--- src/rtl/morse_decoder_az.sv ---
// morse_decoder_az: times marks/spaces on a synchronised Morse line and decodes dot/dash patterns to letters A-Z
module morse_decoder_az #(
  parameter int CLKS_PER_UNIT = 25_000_000,
  parameter int CNT_W = 26
) (
  input  logic       Clock,
  input  logic       Reset,
  input  logic       MorseIn,
  output logic [4:0] Letter,
  output logic       Valid,
  output logic       Error,
  output logic       Busy
);
  typedef enum logic [1:0] {IDLE, MARK, SPACE, DRAIN} state_t;
  state_t state, state_n;
  logic m_q1, m_s, m_d, rise, fall, wrap, glitch, dash, long_mark;
  logic [CNT_W-1:0] clk_cnt;
  logic [2:0] unit_cnt, nsym, nsym_n;
  logic [3:0] pat, pat_n;
  logic prev_sp, prev_sp_n, pend, pend_n, valid_n, error_n, dec_ok;
  logic [4:0] letter_n, dec_idx;
  assign rise = m_s & ~m_d;
  assign fall = ~m_s & m_d;
  assign wrap = clk_cnt == CNT_W'(CLKS_PER_UNIT - 1);
  assign glitch = (unit_cnt == 3'd0) && (clk_cnt < CNT_W'(CLKS_PER_UNIT / 2 - 1));
  assign dash = unit_cnt >= 3'd2;
  assign long_mark = unit_cnt >= 3'd5;
  assign Busy = state != IDLE;
  always_ff @(posedge Clock) begin
    if (Reset) begin
      m_q1 <= 1'b0;
      m_s <= 1'b0;
      m_d <= 1'b0;
      clk_cnt <= '0;
      unit_cnt <= '0;
    end else begin
      m_q1 <= MorseIn;
      m_s <= m_q1;
      m_d <= m_s;
      clk_cnt <= (rise || fall || wrap) ? '0 : clk_cnt + CNT_W'(1);
      unit_cnt <= (rise || fall) ? 3'd0 : (wrap && unit_cnt != 3'd7) ? unit_cnt + 3'd1 : unit_cnt;
    end
  end
  // pat holds the symbols right-aligned, so {nsym, pat} uniquely identifies a code
  always_comb begin
    dec_ok = 1'b1;
    dec_idx = 5'd0;
    case ({nsym, pat})
      {3'd2, 4'b0001}: dec_idx = 5'd0;
      {3'd4, 4'b1000}: dec_idx = 5'd1;
      {3'd4, 4'b1010}: dec_idx = 5'd2;
      {3'd3, 4'b0100}: dec_idx = 5'd3;
      {3'd1, 4'b0000}: dec_idx = 5'd4;
      {3'd4, 4'b0010}: dec_idx = 5'd5;
      {3'd3, 4'b0110}: dec_idx = 5'd6;
      {3'd4, 4'b0000}: dec_idx = 5'd7;
      {3'd2, 4'b0000}: dec_idx = 5'd8;
      {3'd4, 4'b0111}: dec_idx = 5'd9;
      {3'd3, 4'b0101}: dec_idx = 5'd10;
      {3'd4, 4'b0100}: dec_idx = 5'd11;
      {3'd2, 4'b0011}: dec_idx = 5'd12;
      {3'd2, 4'b0010}: dec_idx = 5'd13;
      {3'd3, 4'b0111}: dec_idx = 5'd14;
      {3'd4, 4'b0110}: dec_idx = 5'd15;
      {3'd4, 4'b1101}: dec_idx = 5'd16;
      {3'd3, 4'b0010}: dec_idx = 5'd17;
      {3'd3, 4'b0000}: dec_idx = 5'd18;
      {3'd1, 4'b0001}: dec_idx = 5'd19;
      {3'd3, 4'b0001}: dec_idx = 5'd20;
      {3'd4, 4'b0001}: dec_idx = 5'd21;
      {3'd3, 4'b0011}: dec_idx = 5'd22;
      {3'd4, 4'b1001}: dec_idx = 5'd23;
      {3'd4, 4'b1011}: dec_idx = 5'd24;
      {3'd4, 4'b1100}: dec_idx = 5'd25;
      default: dec_ok = 1'b0;
    endcase
  end
  always_comb begin
    state_n = state;
    pat_n = pat;
    nsym_n = nsym;
    prev_sp_n = prev_sp;
    pend_n = 1'b0;
    letter_n = Letter;
    valid_n = 1'b0;
    error_n = 1'b0;
    case (state)
      IDLE: if (rise || pend) begin
        state_n = MARK;
        pat_n = 4'd0;
        nsym_n = 3'd0;
        prev_sp_n = 1'b0;
      end
      MARK: if (fall) begin
        if (glitch) state_n = prev_sp ? SPACE : IDLE;
        else if (long_mark || nsym == 3'd4) begin
          state_n = DRAIN;
          error_n = 1'b1;
        end else begin
          state_n = SPACE;
          pat_n = {pat[2:0], dash};
          nsym_n = nsym + 3'd1;
        end
      end
      // the letter gap beats a simultaneous rise; the rise is replayed from IDLE via pend
      SPACE: if (unit_cnt == 3'd3) begin
        state_n = IDLE;
        valid_n = dec_ok;
        error_n = ~dec_ok;
        letter_n = dec_ok ? dec_idx : Letter;
        pend_n = rise;
      end else if (rise) begin
        state_n = MARK;
        prev_sp_n = 1'b1;
      end
      DRAIN: if (!m_s && !fall && unit_cnt == 3'd3) state_n = IDLE;
      default: state_n = IDLE;
    endcase
  end
  always_ff @(posedge Clock) begin
    if (Reset) begin
      state <= IDLE;
      pat <= 4'd0;
      nsym <= 3'd0;
      prev_sp <= 1'b0;
      pend <= 1'b0;
      Letter <= 5'd0;
      Valid <= 1'b0;
      Error <= 1'b0;
    end else begin
      state <= state_n;
      pat <= pat_n;
      nsym <= nsym_n;
      prev_sp <= prev_sp_n;
      pend <= pend_n;
      Letter <= letter_n;
      Valid <= valid_n;
      Error <= error_n;
    end
  end
endmodule

--- config.mk ---
export PLATFORM = sky130hd
export DESIGN_NAME = morse_decoder_az
export DESIGN_NICKNAME = d
export VERILOG_FILES = /design/src/rtl/morse_decoder_az.sv
export SDC_FILE = /design/constraint.sdc
export NUM_CORES = 1
export LEC_CHECK = 0
export ABC_AREA = 1
export BUFFER_PORTS_ARGS = -buffer_cell sky130_fd_sc_hd__buf_2
export CAP_MARGIN = 20
export CORE_ASPECT_RATIO = 0.75
export CORE_MARGIN = 2
export CORE_UTILIZATION = 35
export DETAILED_ROUTE_END_ITERATION = 6
export SETUP_SLACK_MARGIN = 0.05
export SLEW_MARGIN = 25
export SYNTH_ARGS = -nofsm -noshare
export SYNTH_HDL_FRONTEND = slang
export SYNTH_SLANG_ARGS = --single-unit
export TNS_END_PERCENT = 100
--- constraint.sdc ---
create_clock -name Clock -period 2.85 [get_ports Clock]
set_input_delay 0.7125 -clock Clock [delete_from_list [all_inputs] [get_ports Clock]]
set_output_delay 0.7125 -clock Clock [all_outputs]
set_load 0.02 [all_outputs]
==> results.py, run 1 <==
metrics = {
    "critical_path": {
        "worst-r2r-setup-slack_ps": 660,
        "critPathMaxStageDelay_ps": 450,
        "worstRegToRegCells": 8,
        "rr_endpoint": "nsym[0]",
        "arrival_ps": 2360,
        "criticalPathCategory": "reg2reg",
        "critPathMostFrequentCell": "nor2_1",
        "cp_max_fo": 11,
        "regToRegStartpoint": "state[1]",
        "slowest_stage": "nor2_1",
        "cp.required_ps": 3030,
        "start_kind": "flop",
        "crit_path_end_kind": "flop",
        "cp_cell_sequence": "inv_1 -> ha_1 -> inv_1 -> o22ai_1 -> nor2_1 -> nand3_1 -> nor2_1 -> nor2_1",
    },
    "timing": {
        "fin_worst_skew_ps": 8.81,
        "rsz0062_at_grt": "false",
        "maxSlewViolCount": 0,
        "post-route-period-util_pct": 76.7,
        "slew-limit-headroom_pct": 64.2,
        "max_freq_mhz": 457,
        "fin_setup_tns_ps": 0,
        "hold_viol_final": 0,
        "setup_viol": 0,
        "worst_slew_pin_slew_ps": 536,
        "fin_crit_ps": 2190,
    },
    "layout": {
        "nNetsFinal": 492,
        "layout-drive-gt1-share_pct": 8.69,
        "mostFrequentLayoutCell": "nand2_1",
        "stdcell_area_mm2": 0.00338,
        "area_growth_syn_to_layout_pct": 11.0,
        "antenna_cells": 0,
        "final-instance-count-excl-fill": 580,
        "final_cell_mix": "102 x nand2_1, 78 x nor2_1, 57 x inv_1",
    },
    "flow_run": {
        "drv_cap": 0,
    },
    "clock_network": {
        "cts_root_buf": "clkbuf_16",
        "clockBufferDepth": 2,
        "cts_tree": "done",
        "cts_sinks": 50,
        "cts_setup_buffers": 0,
        "cts_max_level": 2,
        "cts-resized-gates": 0,
        "hold_buffers": 0,
        "cts_inserted_buffers": 5,
        "clk_pin_slew_ps": 70,
        "clk_latency_ps": 290,
    },
    "run_status": {
        "status": "finished, final reports clean",
    },
    "global_routing": {
        "use_met3_pct": 3.00,
        "busiest_layer": "met1",
        "grt.overflow.total": 0,
        "antenna_found_initial": 0,
        "grt_max_degree": 25,
        "grt_pass1_wl_um": 12700,
        "use_met1_pct": 26.6,
        "grt_pass1_vias": 2596,
        "grt_usage_pct": 16.4,
        "met2_usage_pct": 21.3,
    },
    "synthesis": {
        "ys.flop_type": "dfxtp_1",
        "synth_cell_types": 34,
        "syn_inst": 461,
        "synth_async_sr_flop_share_pct": 0,
        "syn-cell-area_mm2": 0.00305,
        "synth-seq-cells": 50,
        "synth_seq_area_share_pct": 32.8,
        "synth_edf_count": 0,
        "yosysWarnings": 0,
        "syn_area_per_cell_um2": 6.61,
        "synth_nets": 482,
    },
    "die": {
        "die_w_um": 112,
        "dieArea_mm2": 0.00948,
        "fp-row-count": 29,
        "start_util_pct": 36.1,
        "io_pins": 11,
        "fp.dieH_um": 84.8,
        "core_area_mm2": 0.00845,
    },
    "min_path": {
        "worstHoldEndpoint": "m_s",
        "holdPathStages": 2,
        "hp-start": "m_q1",
        "hp-class": "reg2reg",
    },
    "route": {
        "drc_errors": 0,
        "drt_iter0_drc": 294,
        "drt-wirelength-per-cell_um": 12.5,
        "first_pass_iters": 5,
        "viasPerCell": 4.99,
        "ant_nets": 0,
        "drt-total-wl_um": 7270,
        "vias": 2895,
    },
    "place": {
        "dp_hpwl_um": 5640,
        "detailed_place.area_mm2": 0.00318,
        "dp.cells": 572,
        "portBuffers": 10,
        "gp_congestion": 0.904,
    },
    "power_and_ir_drop": {
        "powerDensity_mw_per_mm2": 475,
        "peakVddDrop_mv": 0.208,
        "p_leak_nw": 1.47,
    },
}
[metal layers]
metal / up-vias / wire length, µm
met1: 1267 / 4010
met5: - / 0
met2: 101 / 2620
li1: 1519 / -
met4: 0 / 89
met3: 8 / 548
[worst max path at each step]
| stage | start | endpoint | slack, ps | depth (start not counted) |
|---|---|---|---|---|
| 2_1_floorplan | nsym[0] | nsym[0] | 1130 | 10 |
| 3_3_place_gp | state[1] | nsym[0] | 790 | 8 |
| 3_5_place_dp | state[1] | nsym[0] | 700 | 8 |
| 4_1_cts | state[1] | nsym[0] | 680 | 8 |
| 5_1_grt | state[1] | pat[2] | 390 | 8 |
| 6_report | state[1] | nsym[0] | 660 | 8 |
[cell usage after synthesis (all sizes together), types with 3 or more instances]
master	instances	area share, %
a21oi	23	3.8
o21ai	4	0.66
xor2	3	0.86
nand4	14	2.9
ha	18	7.4
inv	58	7.1
nand2	108	14
a31oi	3	0.62
nor2	86	11
dfxtp	50	33
or2	3	0.62
nor3	14	2.8
nand3b	3	0.74
o211ai	3	0.74
nor3b	5	1.2
nand3	49	8.2
buf	5	1.4
[critical path: cells and delay by family (launching register included)]
kind | cells | cell delay [ps]
AOI/OAI and AO/OA | 1 | 110
adders and majority gates | 1 | 350
buffers and inverters | 2 | 210
DFF | 1 | 380
and+or+nand+nor | 4 | 1010
[power breakdown]
group	switching, mW	internal (mW)	total, mW
clock network	0.258	0.527	0.785
registers	0.00646	0.709	0.715
logic	0.0760	0.0301	0.106
[metrics by stage]
stage	total power [mW]	hold WS (ps)	setup WS, ps	utilization [%]
finish	1.61	419	664	40.0
global route	1.67	433	395	40.0
CTS	1.63	419	679	40.0
detailed placement	0.836	413	704	37.7
global placement	0.833	411	792	37.7
floorplan	0.808	388	1130	-
[logic make-up after synthesis]
group           after synthesis  share of synthesized area (%)
compound gates               38                           7.23
xor+xnor                      5                           1.44
fa+ha+maj                    18                           7.39
buf+inv                      66                           8.87
flops                        50                           32.8
simple gates                284                           42.2
[flip-flops by register name, indices dropped and copies added (netlist names)]
name	count
clk_cnt	26
pat	4
pend	1
Valid	1
Letter	5
m_q1	1
nsym	3
state	2
prev_sp	1
m_s	1
Error	1
unit_cnt	3
m_d	1
[layout make-up]
type                       instances  area [µm²]
fill                             894        5070
multi-input combinational        345        1780
sequential                        50        1000
inverter                          59         221
clock buffer                       6         139
tap                              108         135
clock inverter                     2        60.1
timing repair buffer              10        50.0
(Power assumes the default switching activity.)
==> inputs of run 2 (changes only) <==
- ABC_AREA: 1 -> 0
- clock period: 2.85 -> 1.8 ns (I/O delays scaled with it)
==> results.py, run 2 <==
metrics = {
    "critical_path": {
        "critPathMostFrequentCell": "ha_4",
        "slowest_stage": "dfxtp_4",
        "criticalPathCategory": "reg2reg",
        "critPathMaxStageDelay_ps": 380,
        "arrival_ps": 2210,
        "cp_cell_sequence": "ha_4 -> ha_4 -> inv_4 -> a221o_1 -> a311o_1 -> a41o_4 -> mux2_4",
        "cp.required_ps": 1980,
        "cp_max_fo": 5,
        "worstRegToRegCells": 7,
        "start_kind": "flop",
        "regToRegStartpoint": "nsym[0]",
        "worst-r2r-setup-slack_ps": -220,
        "rr_endpoint": "Letter[2]",
        "crit_path_end_kind": "flop",
    },
    "power_and_ir_drop": {
        "powerDensity_mw_per_mm2": 579,
        "p_leak_nw": 1.71,
        "peakVddDrop_mv": 0.369,
    },
    "die": {
        "start_util_pct": 35.8,
        "fp.dieH_um": 84.1,
        "die_w_um": 111,
        "core_area_mm2": 0.00838,
        "fp-row-count": 29,
        "io_pins": 11,
        "dieArea_mm2": 0.00933,
    },
    "clock_network": {
        "cts_inserted_buffers": 5,
        "cts_max_level": 2,
        "cts_sinks": 50,
        "clk_latency_ps": 290,
        "clk_pin_slew_ps": 70,
        "hold_buffers": 0,
        "cts_tree": "done",
        "cts_root_buf": "clkbuf_16",
        "clockBufferDepth": 2,
    },
    "timing": {
        "worst_slew_pin_slew_ps": 492,
        "setup_slack_ps": -223,
        "fin_worst_skew_ps": 8.00,
        "post-route-period-util_pct": 112,
        "fin_crit_ps": 2020,
        "maxSlewViolCount": 0,
        "slew-limit-headroom_pct": 67.2,
        "rsz0062_at_grt": "true",
        "max_freq_mhz": 494,
        "hold_viol_final": 0,
        "setup_viol": 45,
    },
    "min_path": {
        "hp-class": "in2reg",
        "hp-start": "MorseIn",
        "worstHoldEndpoint": "m_q1",
        "holdPathStages": 2,
    },
    "synthesis": {
        "synth_top_area_share_pct": 33.4,
        "syn-cell-area_mm2": 0.00300,
        "synth_seq_area_share_pct": 33.4,
        "synth_async_sr_flop_share_pct": 0,
        "syn_inst": 350,
        "yosysWarnings": 0,
        "synth.most_common_cell": "dfxtp_1",
        "synth-seq-cells": 50,
        "synth_area_leaders": "dfxtp_1 33%, ha_1 7.5%, xor2_1 5.6%",
        "syn_area_per_cell_um2": 8.56,
        "synth_cell_types": 63,
        "synth_nets": 371,
        "synth_edf_count": 0,
        "synth_common_cells": "50 x dfxtp_1, 44 x nor2_1, 20 x inv_1",
        "synth_top_area_cell": "dfxtp_1",
        "ys.flop_type": "dfxtp_1",
    },
    "global_routing": {
        "grt_max_degree": 19,
        "grt.overflow.total": 0,
        "antenna_found_initial": 0,
        "grt_pass1_wl_um": 13400,
        "grt_pass1_vias": 2857,
        "grt_usage_pct": 17.4,
    },
    "layout": {
        "reg_top3": "clk_cnt (26), Letter (5), pat (4)",
        "regMostFlops": "clk_cnt",
        "final_cell_mix": "89 x buf_4, 43 x dfxtp_1, 33 x nor2_1",
        "nNetsFinal": 470,
        "largest_reg_flops": 26,
        "layout-drive-gt1-share_pct": 40.7,
        "area_growth_syn_to_layout_pct": 45.8,
        "utilization_pct": 52.1,
        "antenna_cells": 0,
        "mostFrequentLayoutCell": "buf_4",
    },
    "route": {
        "first_pass_iters": 4,
        "drc_errors": 0,
        "drt-wirelength-per-cell_um": 14.4,
        "drt-total-wl_um": 8010,
        "vias": 2915,
        "ant_nets": 0,
        "viasPerCell": 5.22,
        "drt_iter0_drc": 192,
    },
    "place": {
        "place_ws_ps": -272,
        "gp_congestion": 0.825,
        "dp_hpwl_um": 5280,
        "portBuffers": 10,
    },
    "flow_run": {
        "drv_cap": 0,
    },
    "run_status": {
        "violations": "setup timing",
        "status": "complete, but fails checks",
    },
}
[run 2: cell count changes in the layout (fill, tap and decap cells not counted), moves of 8 or more]
cell / before / now
buf_4: 0 / 89
nand2_1: 102 / 17
nor2_1: 78 / 33
inv_1: 57 / 15
nand3_1: 48 / 9
xor2_1: 3 / 19
nor2b_1: 0 / 9
a21oi_1: 23 / 15
[run 2: cell families after synthesis]
family	synth area share, %
AOI/OAI and AO/OA	17.2
xor gates and xnor gates	7.31
muxes	2.00
buffers and inverters	5.14
adders and majority gates	7.52
and+or+nand+nor	27.5
DFF	33.4
[run 2: area by class of cell]
class	instances	area (µm²)
Multi-Input combinational cell	265	2140
Fill cell	734	4010
Sequential cell	50	1020
Inverter	20	77.6
Timing Repair Buffer	107	848
Clock buffer	6	139
Clock inverter	2	16.3
Tap cell	108	135
[run 2: how the worst max path moves through the flow]
stage / startpoint / end / depth (start not counted)
2_1_floorplan: nsym[1] / Letter[1] / 8
3_3_place_gp: nsym[1] / Letter[2] / 7
3_5_place_dp: nsym[1] / Letter[1] / 7
4_1_cts: nsym[1] / Letter[1] / 7
5_1_grt: nsym[0] / Letter[1] / 7
6_report: nsym[0] / Letter[2] / 7
[run 2: repair_timing]
item / CTS / global route
cloned: 4 / 0
resized for setup: 36 / 38
endpoints found under the hold margin: 0 / 0
setup endpoints to repair: 46 / 46
pin swaps: 19 / 27
buffers inserted: 9 / 3
[run 2: worst max-delay path: cells and delay by family, from the launching register on]
kind,cells,cell delay [ps]
AO/OA/AOI/OAI,3,880
adder cells (fa/ha/maj),2,310
buffers and inverters,1,30
flip-flops,1,380
multiplexers,1,300
[run 2: per-layer routing]
metal	share of wire, %	up-vias	track usage, %	wire length (µm)
met2	46	59	28.6	3660
met5	0	-	0	0
met3	3.1	10	3.10	248
li1	-	1467	-	-
met4	1.3	0	5.00	105
met1	50	1379	23.5	3990
[run 2: metrics by stage]
stage	total power, mW	cells	area (µm²)	TNS, ps	hold WS (ps)
after global placement	1.42	536	3820	-5490	428
final	2.53	558	4370	-7760	364
after floorplan	1.34	350	3100	-949	414
after global routing	2.63	558	4370	-10760	394
after detailed placement	1.42	536	3820	-6670	435
after CTS	2.52	556	4260	-5370	359
[run 2: report_power, final]
part / switching [mW] / internal (mW) / leakage (nW)
Clock: 0.435 / 0.559 / 0.0735
Sequential: 0.0154 / 1.12 / 0.408
Combinational: 0.208 / 0.193 / 1.22
Total: 0.658 / 1.87 / 1.71
